$ cat config.mk
export PLATFORM = sky130hd
export DESIGN_NAME = dino_world
export DESIGN_NICKNAME = d
export VERILOG_FILES = /design/src/rtl/dino_pkg.sv /design/src/rtl/dino_lfsr.sv /design/src/rtl/dino_world.sv
export SDC_FILE = /design/constraint.sdc
export NUM_CORES = 1
export LEC_CHECK = 0
export ABC_AREA = 1
export CORE_UTILIZATION = 44
export DETAILED_ROUTE_END_ITERATION = 8
export GPL_TIMING_DRIVEN = 0
export PLACE_DENSITY = 0.82
export SKIP_CTS_REPAIR_TIMING = 1
export SLEW_MARGIN = 20
export SYNTH_ARGS = -nofsm -noshare
export SYNTH_HDL_FRONTEND = slang
export SYNTH_SLANG_ARGS = --single-unit
$ cat constraint.sdc
create_clock -name clk -period 1.4 [get_ports clk]
set_input_delay 0.14 -clock clk [delete_from_list [all_inputs] [get_ports clk]]
set_output_delay 0.14 -clock clk [all_outputs]
set_load 0.1 [all_outputs]
$ cat src/rtl/dino_pkg.sv
// ============================================================================
// Module   : dino_pkg
// Purpose  : Shared grid layout, game states and LFSR taps for the dino game.
// Revision : 1.0
// ============================================================================
`default_nettype none

package dino_pkg;

    typedef enum logic [1:0] {
        IDLE = 2'd0,
        RUN  = 2'd1,
        OVER = 2'd2
    } state_e;

    localparam int GRID_W          = 8;
    localparam int COL0_GROUND_BIT = 7;
    localparam int COL0_AIR_BIT    = 15;

    // Taps 8,6,5,4 expressed as bit positions 7,5,4,3 of the shift register
    localparam logic [7:0] LFSR_TAPS = 8'b1011_1000;

    function automatic logic lfsr_feedback(input logic [7:0] value);
        return ^(value & LFSR_TAPS);
    endfunction

endpackage

`default_nettype wire

$ cat src/rtl/dino_lfsr.sv
// ============================================================================
// Module   : dino_lfsr
// Purpose  : 8-bit Fibonacci LFSR, left shifting, advances only when enabled.
// Revision : 1.0
// ============================================================================
`default_nettype none

module dino_lfsr
    import dino_pkg::*;
#(
    parameter logic [7:0] SEED = 8'hA5
) (
    input  logic       clk,
    input  logic       reset,
    input  logic       en,
    output logic [7:0] value
);

    logic [7:0] lfsr_q;
    logic [7:0] lfsr_d;

    always_comb begin
        lfsr_d = lfsr_q;
        if (en) begin
            lfsr_d = {lfsr_q[6:0], lfsr_feedback(lfsr_q)};
        end
    end

    always_ff @(posedge clk or posedge reset) begin
        if (reset) begin
            lfsr_q <= SEED;
        end else begin
            lfsr_q <= lfsr_d;
        end
    end

    assign value = lfsr_q;

endmodule

`default_nettype wire

$ cat src/rtl/dino_world.sv
// ============================================================================
// Module   : dino_world
// Purpose  : Ground obstacles, collision, game FSM, score and LED row scanning.
// Revision : 1.0
// ============================================================================
`default_nettype none

module dino_world
    import dino_pkg::*;
#(
    parameter int         SCAN_DIV  = 4,
    parameter logic [7:0] LFSR_SEED = 8'hA5,
    parameter int         MIN_GAP   = 2
) (
    input  logic        clk,
    input  logic        reset,
    input  logic [15:0] dino_grid,
    input  logic        start_button,
    input  logic        step_tick,
    output logic [15:0] frame,
    output logic        scan_row,
    output logic [7:0]  scan_cols,
    output logic        game_over,
    output logic [7:0]  score
);

    localparam int              CNT_W    = (SCAN_DIV > 1) ? $clog2(SCAN_DIV) : 1;
    localparam logic [CNT_W-1:0] CNT_LAST = CNT_W'(SCAN_DIV - 1);

    state_e             state_q, state_d;
    logic [GRID_W-1:0]  obs_q, obs_d;
    logic [7:0]         score_q, score_d;
    logic [15:0]        frame_q, frame_d;
    logic [CNT_W-1:0]   scan_cnt_q, scan_cnt_d;
    logic               scan_row_q, scan_row_d;
    logic [7:0]         scan_cols_q, scan_cols_d;

    logic               collision;
    logic               advance;
    logic               spawn;
    logic [7:0]         lfsr_value;

    dino_lfsr #(
        .SEED (LFSR_SEED)
    ) u_lfsr (
        .clk   (clk),
        .reset (reset),
        .en    (advance),
        .value (lfsr_value)
    );

    // Collision wins over a same-cycle step, so the world freezes unshifted
    always_comb begin
        collision = (state_q == RUN) && (|(dino_grid[GRID_W-1:0] & obs_q));
        advance   = (state_q == RUN) && !collision && step_tick;
        spawn     = (lfsr_value[1:0] == 2'b00) && (obs_q[MIN_GAP-1:0] == '0);

        state_d = state_q;
        obs_d   = obs_q;
        score_d = score_q;
        case (state_q)
            IDLE: begin
                obs_d   = '0;
                score_d = '0;
                if (start_button) begin
                    state_d = RUN;
                end
            end
            RUN: begin
                if (collision) begin
                    state_d = OVER;
                end else if (step_tick) begin
                    obs_d = {obs_q[GRID_W-2:0], spawn};
                    if (obs_q[COL0_GROUND_BIT] && (score_q != 8'hFF)) begin
                        score_d = score_q + 8'd1;
                    end
                end
            end
            OVER: begin
                if (start_button) begin
                    state_d = RUN;
                    obs_d   = '0;
                    score_d = '0;
                end
            end
            default: begin
                state_d = IDLE;
            end
        endcase
    end

    // Scanner free-runs in every state; scan_cols follows the upcoming row
    always_comb begin
        frame_d    = {dino_grid[15:8], dino_grid[7:0] | obs_q};
        scan_cnt_d = scan_cnt_q + CNT_W'(1);
        scan_row_d = scan_row_q;
        if (scan_cnt_q == CNT_LAST) begin
            scan_cnt_d = '0;
            scan_row_d = !scan_row_q;
        end
        scan_cols_d = scan_row_d ? frame_q[15:8] : frame_q[7:0];
    end

    always_ff @(posedge clk or posedge reset) begin
        if (reset) begin
            state_q     <= IDLE;
            obs_q       <= '0;
            score_q     <= '0;
            frame_q     <= '0;
            scan_cnt_q  <= '0;
            scan_row_q  <= 1'b0;
            scan_cols_q <= '0;
        end else begin
            state_q     <= state_d;
            obs_q       <= obs_d;
            score_q     <= score_d;
            frame_q     <= frame_d;
            scan_cnt_q  <= scan_cnt_d;
            scan_row_q  <= scan_row_d;
            scan_cols_q <= scan_cols_d;
        end
    end

    assign frame     = frame_q;
    assign scan_row  = scan_row_q;
    assign scan_cols = scan_cols_q;
    assign game_over = (state_q == OVER);
    assign score     = score_q;

endmodule

`default_nettype wire

==> metrics.yaml <==
outcome: "complete, but fails checks"
violations: "setup timing"
cp-start-kind: "flip-flop"
async_reset_ff_frac: 1.00
endpoint_kind: "flip-flop"
syn2layout_area_growth_pct: 42.1
post-route-drc-count: 0
drv_slew: 0
grt_first_pass_wirelength_um: 7760
core-area_um2: 5070
synthTopCellsByArea: "dfrtp_1, nand2_1, dfstp_2"
grt_setup_unrepaired: "yes"
placement.io_buffers: 53
slowest_stage: "dfrtp_2"
synth_seq_cells: 53
grt_pass1_vias: 1688
slowest_delay_ps: 450
crit_fanout: 8
fin_cells: 385
arrival_ps: 1660
grt_overflow: 0
hold_viol_final: 0
dr.first_iter.drc_count: 75
power_w: 0.00689
postSynth.topFlopCell: "dfrtp_1"
place_congestion: 0.811
pin_count: 54
cts-root-buf: "clkbuf_8"
power_per_cell_area_nw_per_um2: 2100
wl_um: 5280
synth.most_common_cell: "nand2_1"
wl_per_cell_um: 13.7
clock_skew_ps: 13.4
path_class: "flip-flop to flip-flop"
drive_above_1_share: 0.448
timing.critical_path.mode_cell: "nand2_1"
h-tree-depth: 2
finalCritPeriodShare: 1.03
ys_seq_area_frac: 0.576
placed_cells: 353
cts_tree: "built"
cap_violations: 0
irDropWorstVdd_v: 0.00131
r2r_slack_ps: -50
cts_buffers: 5
synth_cells: 230
grt_max_degree: 54
initial_core_util: 0.456
worstPathRequired_ps: 1620
setup_viol: 6
synth_nets: 252
clkSinkCount: 53
die_h_um: 74.5
clk_pin_slew_ps: 100
hpwl_um: 3350
fin_ws_ps: -48.8
grtUsageTotal: 0.187
diodes: 0
post-synth-top-area-fraction: 0.530
cts_max_path_buffers: 2
reg2reg_depth: 9
fin_nets: 336
worst_pin_slew_ps: 547
leakage_nw: 1.56
vias_per_cell: 4.89
ant_nets: 0
ys_types: 31
synth_area_leader_cell: "dfrtp_1"
relSlewSlack: 0.635
synth_area_um2: 2310
synth_commonest_cells: "nand2_1, dfrtp_1, nor2_1"
rows: 26
clk_latency_ps: 310
die_width_um: 74.5
reg2reg_from: "score[0]"
num_vias: 1884
ys_warn_count: 0
whs_ps: 238
antenna_found_initial: 0
path_cells: "ha_4 > nand2_2 > nor2_2 > nand2_1 > nand2_2 > a21oi_4 > nand2_4 > nand2_1 > nand2_1"
die-area_um2: 5550
fmax_mhz: 690
first_pass_iters: 5
timing.rr.end: "score[3]"
fin_crit_ps: 1450
hold_class: "input port to asynchronous set/reset pin"
synth_edf_count: 0
syn_area_per_cell_um2: 10.1
place_ws_ps: -447
where the power goes:
group          total (W)  switching [W]  leakage [nW]  internal [W]
Combinational    0.00372        0.00241         0.873       0.00131
Clock            0.00105       0.000514        0.0554      0.000538
Sequential       0.00212       0.000235         0.637       0.00188
worst max-delay path: cells and delay by family (launching register included):
family          cells  cell delay (ps)
simple gates        7              540
flops               1              450
fa+ha+maj           1              180
compound gates      1              180
state kept, by name, summed over array words and instances, names as in the netlist:
register	count
scan_row	1
scan_cols	8
score	8
frame	16
obs_q	8
u_lfsr.value	8
scan_cnt_q	2
state_q	2
cell families after synthesis:
logic type	after synthesis	share of synthesized area
AO/OA/AOI/OAI	15	0.0476
multiplexers	8	0.0390
XOR/XNOR	5	0.0222
AND/OR/NAND/NOR	128	0.261
buffers and inverters	19	0.0433
flip-flops	53	0.576
adder cells (fa/ha/maj)	2	0.0108
per-layer routing:
metal  wire, um  track usage  vias up
li1           -            -      905
met1       2250        0.235      904
met2       2600        0.319       65
met3        316       0.0434       10
met4        103       0.0566        0
met5          0            0        -
final cells by class:
cell class / count / area [um^2]
Buffer: 3 / 37.5
Clock buffer: 6 / 72.6
Clock inverter: 2 / 38.8
Fill cell: 398 / 1790
Inverter: 16 / 68.8
Multi-Input combinational cell: 159 / 1060
Sequential cell: 53 / 1340
Tap cell: 70 / 87.6
Timing Repair Buffer: 76 / 581
cell usage in the layout, fill, tap and decap left out, types with 2 or more instances in the layout:
master | Yosys | final
nand2_8 | 0 | 2
buf_12 | 0 | 2
ha_4 | 0 | 2
nand3_1 | 14 | 11
nand3_2 | 1 | 3
o21ai_1 | 3 | 3
inv_4 | 1 | 2
o21ai_2 | 4 | 3
nand3b_1 | 5 | 5
buf_6 | 2 | 2
clkbuf_2 | 0 | 31
nand2_1 | 70 | 55
xnor2_1 | 3 | 3
a21oi_2 | 2 | 2
dfstp_2 | 4 | 4
inv_1 | 14 | 12
nor2_1 | 19 | 18
or2_2 | 8 | 8
o21ai_0 | 2 | 2
clkdlybuf4s50_1 | 0 | 19
dfrtp_1 | 49 | 39
nor2_4 | 0 | 3
clkbuf_4 | 0 | 2
nand2_4 | 4 | 2
a21oi_1 | 2 | 2
clkbuf_8 | 0 | 5
dfrtp_2 | 0 | 10
mux2_4 | 0 | 8
nand2_2 | 1 | 17
buf_4 | 0 | 20
metrics by stage:
step | util | TNS [ps] | area (um^2)
2_1_floorplan | - | -4270 | 2400
3_3_place_gp | 0.595 | -12410 | 3020
3_5_place_dp | 0.595 | -16420 | 3020
4_1_cts | 0.617 | -21930 | 3130
5_1_grt | 0.647 | -1370 | 3290
6_report | 0.647 | -102 | 3290
worst max-delay path by stage:
| stage | from | end | depth (start not counted) |
|---|---|---|---|
| floorplan | score[0] | score[0] | 9 |
| global placement | state_q[0] | game_over | 2 |
| detailed placement | state_q[0] | game_over | 2 |
| CTS | state_q[0] | game_over | 2 |
| global route | score[0] | score[3] | 9 |
| finish | score[0] | score[3] | 9 |
Power figures use the tool's default switching activity.
